File: src/rtl/ascon_pt_packer.sv
// Purpose : packs 32-bit big-endian plaintext words into 64-bit Ascon-128 rate blocks with end-of-message padding.
// Latency : blk_valid rises one cycle after the word transfer that completes a block; one block per 3 cycles at best.
// Backpress: in_ready drops while a block is presented; blk_* hold stable until blk_ready consumes the block.
//
// Optional feature macro: ASCON_PAD_EN. When defined, the 0x80 padding byte is inserted and an extra
// padding-only block is emitted after a message that ends on a block boundary. When undefined, unused
// bytes are zero, blk_pad stays 0 and a full final block is itself marked last.
//
// Ports:
//   clk, rst                  single clock, asynchronous active-high reset
//   in_data/in_valid/in_ready plaintext word stream (first message byte in [31:24])
//   in_last, in_bytes         final-word marker and its MSB-aligned valid byte count (0 or >4 means 4)
//   blk_data/blk_valid/blk_ready  rate block stream to the encrypt core
//   blk_last, blk_pad, blk_nbytes final-block marker, padding-present flag, message bytes in the block
module ascon_pt_packer (
    input  logic        clk,
    input  logic        rst,
    input  logic [31:0] in_data,
    input  logic        in_valid,
    input  logic        in_last,
    input  logic [2:0]  in_bytes,
    output logic        in_ready,
    output logic [63:0] blk_data,
    output logic        blk_valid,
    input  logic        blk_ready,
    output logic        blk_last,
    output logic        blk_pad,
    output logic [3:0]  blk_nbytes
);

`ifdef ASCON_PAD_EN
    localparam logic PAD_EN = 1'b1;
`else
    localparam logic PAD_EN = 1'b0;
`endif

    localparam logic [1:0] S_HI   = 2'd0;
    localparam logic [1:0] S_LO   = 2'd1;
    localparam logic [1:0] S_OUT  = 2'd2;
    localparam logic [1:0] S_XPAD = 2'd3;

    logic [1:0]  state;
    logic        pad_pending;
    logic        run;        // low during reset and until the first edge after release
    logic        in_xfer;
    logic        blk_xfer;
    logic [2:0]  nb;         // normalised byte count of a last word
    logic [31:0] tail;       // last word with bytes beyond nb masked, plus the pad byte

    assign in_ready  = run && (state == S_HI || state == S_LO);
    assign blk_valid = (state == S_OUT) || (state == S_XPAD);
    assign in_xfer   = in_valid && in_ready;
    assign blk_xfer  = blk_valid && blk_ready;

    always_comb begin
        nb = in_bytes;
        if (in_bytes == 3'd0 || in_bytes > 3'd4) begin
            nb = 3'd4;
        end
    end

    // Byte i (i=0 is [31:24]) keeps data below nb; byte nb carries 0x80 when padding is enabled.
    always_comb begin
        tail = 32'h0;
        for (int i = 0; i < 4; i++) begin
            if (3'(i) < nb) begin
                tail[31-8*i -: 8] = in_data[31-8*i -: 8];
            end else if (3'(i) == nb && PAD_EN) begin
                tail[31-8*i -: 8] = 8'h80;
            end
        end
    end

    always_ff @(posedge clk or posedge rst) begin
        if (rst) begin
            state       <= S_HI;
            run         <= 1'b0;
            pad_pending <= 1'b0;
            blk_data    <= 64'h0;
            blk_last    <= 1'b0;
            blk_pad     <= 1'b0;
            blk_nbytes  <= 4'd0;
        end else begin
            run <= 1'b1;
            case (state)
                S_HI: begin
                    if (in_xfer) begin
                        if (!in_last) begin
                            blk_data[63:32] <= in_data;
                            state           <= S_LO;
                        end else begin
                            // A full 4-byte last word pushes the pad byte into the lower word.
                            blk_data   <= {tail, (nb == 3'd4 && PAD_EN) ? 32'h8000_0000 : 32'h0};
                            blk_last   <= 1'b1;
                            blk_pad    <= PAD_EN;
                            blk_nbytes <= {1'b0, nb};
                            state      <= S_OUT;
                        end
                    end
                end
                S_LO: begin
                    if (in_xfer) begin
                        state <= S_OUT;
                        if (!in_last) begin
                            blk_data[31:0] <= in_data;
                            blk_last       <= 1'b0;
                            blk_pad        <= 1'b0;
                            blk_nbytes     <= 4'd8;
                        end else if (nb != 3'd4) begin
                            blk_data[31:0] <= tail;
                            blk_last       <= 1'b1;
                            blk_pad        <= PAD_EN;
                            blk_nbytes     <= 4'd4 + {1'b0, nb};
                        end else begin
                            // Message ends exactly on a block boundary: padding needs a block of its own.
                            blk_data[31:0] <= in_data;
                            blk_last       <= !PAD_EN;
                            blk_pad        <= 1'b0;
                            blk_nbytes     <= 4'd8;
                            pad_pending    <= PAD_EN;
                        end
                    end
                end
                S_OUT: begin
                    if (blk_xfer) begin
                        pad_pending <= 1'b0;
                        if (pad_pending) begin
                            blk_data   <= 64'h8000_0000_0000_0000;
                            blk_last   <= 1'b1;
                            blk_pad    <= 1'b1;
                            blk_nbytes <= 4'd0;
                            state      <= S_XPAD;
                        end else begin
                            state <= S_HI;
                        end
                    end
                end
                S_XPAD: begin
                    if (blk_xfer) begin
                        state <= S_HI;
                    end
                end
                default: state <= S_HI;
            endcase
        end
    end

endmodule

File: config.mk
export PLATFORM = sky130hd
export DESIGN_NAME = ascon_pt_packer
export DESIGN_NICKNAME = d
export VERILOG_FILES = /design/src/rtl/ascon_pt_packer.sv
export SDC_FILE = /design/constraint.sdc
export NUM_CORES = 1
export LEC_CHECK = 0
export ABC_AREA = 0
export CAP_MARGIN = 20
export CORE_MARGIN = 8
export CORE_UTILIZATION = 60
export CTS_BUF_LIST = sky130_fd_sc_hd__clkbuf_16
export CTS_CLUSTER_DIAMETER = 80
export DETAILED_ROUTE_END_ITERATION = 10
export DONT_BUFFER_PORTS = 1
export GPL_TIMING_DRIVEN = 0
export PLACE_DENSITY = 0.76
export SYNTH_ARGS = -nofsm -noshare
export SYNTH_HDL_FRONTEND = slang
export SYNTH_SLANG_ARGS = --single-unit
File: constraint.sdc
create_clock -name clk -period 2.7 [get_ports clk]
set_input_delay 0.54 -clock clk [delete_from_list [all_inputs] [get_ports clk]]
set_output_delay 0.54 -clock clk [all_outputs]
set_load 0.02 [all_outputs]
Yosys cells after proc, flatten, opt, wreduce, memory -nomap -nowiden
Index checks and enable logic that the tools add are counted.
{ "word_totals": {"regBits": 74, "in_bits": 40, "output_inout_bits": 72, "word_cells": 87} }
{ "classes": {"n_addsub": 1, "n_lt_le_gt_ge": 5, "eq_ne": 12, "mux": 46, "n_reduce_logical": 15} }
{ "op_table": {"columns": ["cell", "n"], "rows": [
  ["64-bit 2-to-1 mux", 3],
  ["32-bit 2-to-1 mux", 5],
  ["32-bit one-hot mux with 3 select lines", 1],
  ["32-bit one-hot mux with 2 select lines", 1],
  ["8-bit 2-to-1 mux", 4],
  ["4-bit 2-to-1 mux", 7],
  ["2-bit != test, second input constant", 8],
  ["1-bit 2-to-1 mux", 13],
  ["2-bit 2-to-1 mux", 6],
  ["4-bit one-hot mux with 3 select lines", 1],
  ["2-bit one-hot mux with 4 select lines", 1],
  ["4-bit AND reduction", 2],
  ["1-bit by 3-bit less-than comparator with 1-bit output, first input constant", 2],
  ["2-bit by 3-bit less-than comparator with 1-bit output, first input constant", 2],
  ["1-bit one-hot mux with 3 select lines", 2],
  ["6-bit AND reduction", 1],
  ["5-bit AND reduction", 1],
  ["3-bit by 3-bit adder with 4-bit output, first input constant", 1],
  ["2-bit == test, second input constant", 2],
  ["2-bit nonzero test", 2],
  ["3-bit greater-than comparator, second input constant", 1],
  ["1-bit logical AND", 3],
  ["3-bit logical NOT", 1],
  ["1-bit logical OR", 3],
  ["other kinds (6)", 6]
]} }

Depth between registers and ports, before layout
Gate-level depths: netlist of the first run.
{ "depth": {"depth_word": 9, "mapped_depth": 8, "ltp_nobuf": 5} }

Least setup slack after synthesis of the first run
Ideal clock, no wire load.
{ "synth_path": {"path_kind": "input -> register", "from": "in in_bytes[0]", "to": "reg blk_data[48]", "setup_ns": 0.067, "arrival_time_ns": 2.018, "t_required_ns": 2.633, "path_slack_ns": 0.615, "path_stages": 6, "path_buffers": 1, "cell_sequence": "or2_2 > ha_1 > and2_1 > clkbuf_1 > a21oi_1 > a22o_1"} }
{ "synth_via": {"elab_chain_cells": 8, "elab_cells_between_ends": 9, "classes_between": "order compare: 2; mux: 5; reduce/logical: 2"} }
{ "synth_rtl": {"columns": ["element", "line", "text"], "rows": [
  ["start: declaration", "21", "input logic [2:0] in_bytes,"],
  ["3-bit greater-than comparator / 3-bit logical NOT (equally long branches)", "57", "if (in_bytes == 3'd0 || in_bytes > 3'd4) begin"],
  ["1-bit logical OR", "57", null],
  ["3-bit 2-to-1 mux (*)", "57", null],
  ["1-bit by 3-bit less-than comparator with 1-bit output (*)", "66", "if (3'(i) < nb) begin"],
  ["8-bit 2-to-1 mux (*)", "66", null],
  ["32-bit 2-to-1 mux (*)", "88", "if (!in_last) begin"],
  ["64-bit 2-to-1 mux (*)", "87", "if (in_xfer) begin"],
  ["32-bit one-hot mux with 2 select lines (*)", "85", "case (state)"],
  ["end signal: assignment", "89", "blk_data[63:32] <= in_data;"],
  ["end signal: assignment", "93", "blk_data <= {tail, (nb == 3'd4 && PAD_EN) ? 32'h8000_0000 : 32'h0};"],
  ["end: declaration", "23", "output logic [63:0] blk_data,"]
]} }
Every way passes the cells marked *; elsewhere a longest branch is shown, timed or not. The select of a mux whose other input is x is not followed.
A chain may end at the register's enable or synchronous reset.

Final worst setup path of the first run
{ "layout_path": {"from": "reg state[1]", "to": "out in_ready"} }
{ "layout_via": {"elab_chain_cells": 3, "elab_cells_between_ends": 4, "classes_between": "eq/ne: 1; reduce/logical: 3"} }
{ "layout_rtl": {"columns": ["element", "line", "text"], "rows": [
  ["start: declaration", "42", "logic [1:0] state;"],
  ["start signal: assignment", "76", "state <= S_HI;"],
  ["start signal: assignment", "90", "state <= S_LO;"],
  ["start signal: assignment", "97", "state <= S_OUT;"],
  ["2-bit by 1-bit == test with 1-bit output / 2-bit logical NOT (equally long branches)", "50", "assign in_ready = run && (state == S_HI || state == S_LO);"],
  ["1-bit logical OR (*)", "50", null],
  ["1-bit logical AND (*)", "50", null],
  ["end: declaration", "22", "output logic in_ready,"]
]} }
Every way passes the cells marked *; elsewhere a longest branch is shown, timed or not.

==> results.yml, run 1 <==
global_routing:
  antenna_found_initial: 0
  met2_usage_pct: 28.65
  grt_pass1_vias: 2046
  grt_pass1_wl_um: 11230
  grtUsageMet3_pct: 9.006
  grt_use_met1_pct: 23.05
  top_usage_layer: "met2"
  grt_max_degree: 74
  overflow: 0
  grt_usage_pct: 19.02
drt:
  ant_nets: 0
  routed_wl_um: 7320
  detail_route.iter0.violations: 84
  post-route-drc-count: 0
  first_pass_iters: 4
  avgRoutedWirePerCell_um: 20.50
  vias: 2086
  viasPerCell: 5.843
clock_network:
  cts-root-buf: "clkbuf_16"
  clockBufferDepth: 2
  clock_latency_ns: 0.32
  postCtsHoldBufs: 0
  numCtsBuffers: 9
  clkSlewWorstSetupHoldPaths_ns: 0.05
  cts_tree: "yes"
  post_cts_buffers: 0
  cts-resized-gates: 0
  cts.sinks: 73
  htreeDepth: 3
timing:
  drv_slew: 0
  max-slew-margin-rel_pct: 41.45
  grt_setup_unrepaired: "false"
  finalSetupTns_ns: 0
  setup_violations: 0
  hold_viol_final: 0
  holdWs_ns: 0.2835
  finalCritPeriodShare_pct: 85.50
  min_period_ns: 2.309
  worstMarginPinSlew_ns: 0.8782
  skew_ns: 0.004797
  max_freq_mhz: 433.2
floorplan:
  die_area_mm2: 0.007815
  row_count: 26
  die_w_um: 88.41
  coreArea_mm2: 0.005075
  die_y_um: 88.41
  io_pins: 112
  start_util_pct: 61.98
power:
  peakVddDrop_uv: 636.4
  sequentialPowerShare_pct: 52.7
  p_comb_share_pct: 25.1
  p_clk_share_pct: 22.2
  p_switching_mw: 1.837
  internal-power_mw: 2.648
  power-per-cell-area_mw_per_mm2: 1290
  swShare_pct: 40.96
  power_mw: 4.484
  leakagePower_nw: 1.686
synthesis:
  syn_area_per_cell_um2: 11.48
  ys_seq_elements: 73
  synth_compound_area_share_pct: 13.80
  synth_fa_ha_area_share_pct: 1.989
  synth-xor-area-share_pct: 0
  ys_warn_count: 0
  syn_nets: 319
  synthSimpleGateAreaFrac_pct: 13.60
  seq_area_frac_synth_pct: 58.07
  synth_top_area_share_pct: 58.07
  synth_cells: 274
  synth.area.mux_share_pct: 8.870
  synth.area.top_cells: "dfrtp_1 (58%), mux2_2 (6.8%), nand2_1 (6.8%), a22o_1 (6.7%), o21ai_0 (2.7%)"
  yosysTopAreaCell: "dfrtp_1"
  synth_top_family_by_area: "compound AO/OA/AOI/OAI gates"
  synthesis.area_mm2: 0.003146
  yosysUniqueCellTypes: 34
cells_and_area:
  finish.instance_area_mm2: 0.003476
  synthToLayoutAreaGrowth_pct: 10.50
  drive_gt1_share_pct: 14.29
  fillers: 388
  antenna_cells: 0
  nets: 330
worst_setup_path:
  start_kind: "flip-flop"
  worstPathArrival_ns: 1.77
  worstPathMaxFanout: 10
  endpoint_kind: "output pin"
  critPathKind: "flip-flop to output pin"
  crit_required_ns: 2.16
min_path:
  min_path_type: "primary input to async pin"
run:
  drv_cap: 0
placed_design:
  place_congestion: 0.7653
  placed_area_mm2: 0.003236
  hpwlAfterDp_um: 5314
  numPortBuffers: 0
run_status:
  outcome: "complete, no violations"
==> kinds of logic after synthesis <==
group | count (synthesis)
multiplexers | 24
other | 1
flip-flops | 73
buffers and inverters | 23
AO/OA/AOI/OAI | 57
adder cells (fa/ha/maj) | 5
AND/OR/NAND/NOR | 91
==> path summary, 6_finish.rpt <==
kind	start	to	slack (ns)	depth (start not counted)
worst max-delay path	state[1]	in_ready	0.39	4
worst min-delay path	rst	blk_data[13]	0.28	1
worst max register to register	state[0]	blk_data[29]	0.53	8
worst min register to register	state[0]	state[0]	0.59	1
max in group asynchronous	rst	blk_data[23]	1.86	1
min in group clk	in_data[0]	blk_data[32]	0.35	2
==> critical path, cell delays in order (launching register included) <==
cell	delay, ns
dfrtp_1	0.39
inv_1	0.11
ha_1	0.27
clkbuf_1	0.36
o21a_1	0.31
==> through the flow <==
stage | util [%] | setup WS [ns] | instances
after global placement | 63.71 | -0.3541 | 344
after CTS | 68.49 | 0.3636 | 357
after global routing | 68.49 | 0.2540 | 357
final | 68.49 | 0.3914 | 357
after floorplan | - | 0.3067 | 274
after detailed placement | 63.76 | 0.3158 | 344
==> layout make-up <==
class,count,area [µm²],share of cell area (%)
Clock inverter,4,15.01,0.4320
Buffer,18,92.59,2.664
Sequential cell,73,1827,52.56
Inverter,5,21.27,0.6120
Clock buffer,9,225.2,6.479
Tap cell,70,87.58,2.520
Multi-Input combinational cell,178,1207,34.74
==> placed cells by master (no fill, tap or decap), drive strengths merged, types with 2 or more instances in the layout <==
master	count
dfrtp	73
a2111oi	2
nand2b	2
nand3	9
inv	6
clkinv	3
buf	5
mux2i	2
a21oi	9
nand2	57
a22o	24
clkbuf	22
o21ai	17
or2	2
and3	9
ha	5
mux2	22
and2	4
==> synth_stat cells <==
cell       count
and2b_1        1
nand3b_1       1
a21boi_0       1
nand4_1        1
nor3b_1        1
o21ai_0       17
or3_4          1
or2_2          1
conb_1         1
or2_1          1
buf_2          2
mux2_4         3
mux2i_1        2
a2bb2oi_1      1
inv_1          5
a21oi_1        9
and3_1         9
a2111oi_4      2
and2_1         4
dfrtp_1       73
o21a_1         1
a21o_1         1
nand2_1       57
nand3_1        9
o21bai_1       1
clkbuf_1      13
ha_1           5
and4b_1        1
mux2_2        19
a22o_1        24
nand2b_1       2
nor2_1         1
buf_6          3
nand4b_1       1
==> state kept, by name, summed over array words and instances, names as in the netlist <==
register / count
blk_last: 1
blk_pad: 1
blk_data: 64
state: 2
run: 1
blk_nbytes: 4
==> per-layer routing <==
layer	part of all wire [%]	up-vias
met2	47	88
met3	13	9
met1	39	1021
li1	-	968
met5	0	-
met4	1.3	0
==> power by group through the flow <==
stage / Clock, mW / Combinational [mW] / Sequential [mW]
finish: 0.995 / 1.13 / 2.36
global placement: 0 / 1.10 / 2.38
floorplan: 0 / 0.941 / 2.26
detailed placement: 0 / 1.13 / 2.39
global route: 1.05 / 1.25 / 2.42
CTS: 1.01 / 1.14 / 2.38
Note: power is estimated with default switching activity, not from simulation.
==> inputs of run 2 (changes only) <==
Settings changed: ABC_CLOCK_PERIOD_IN_PS set to 2700.
==> results of run 2 <==
Final layout, timing and power as in run 1 (identical DEF).
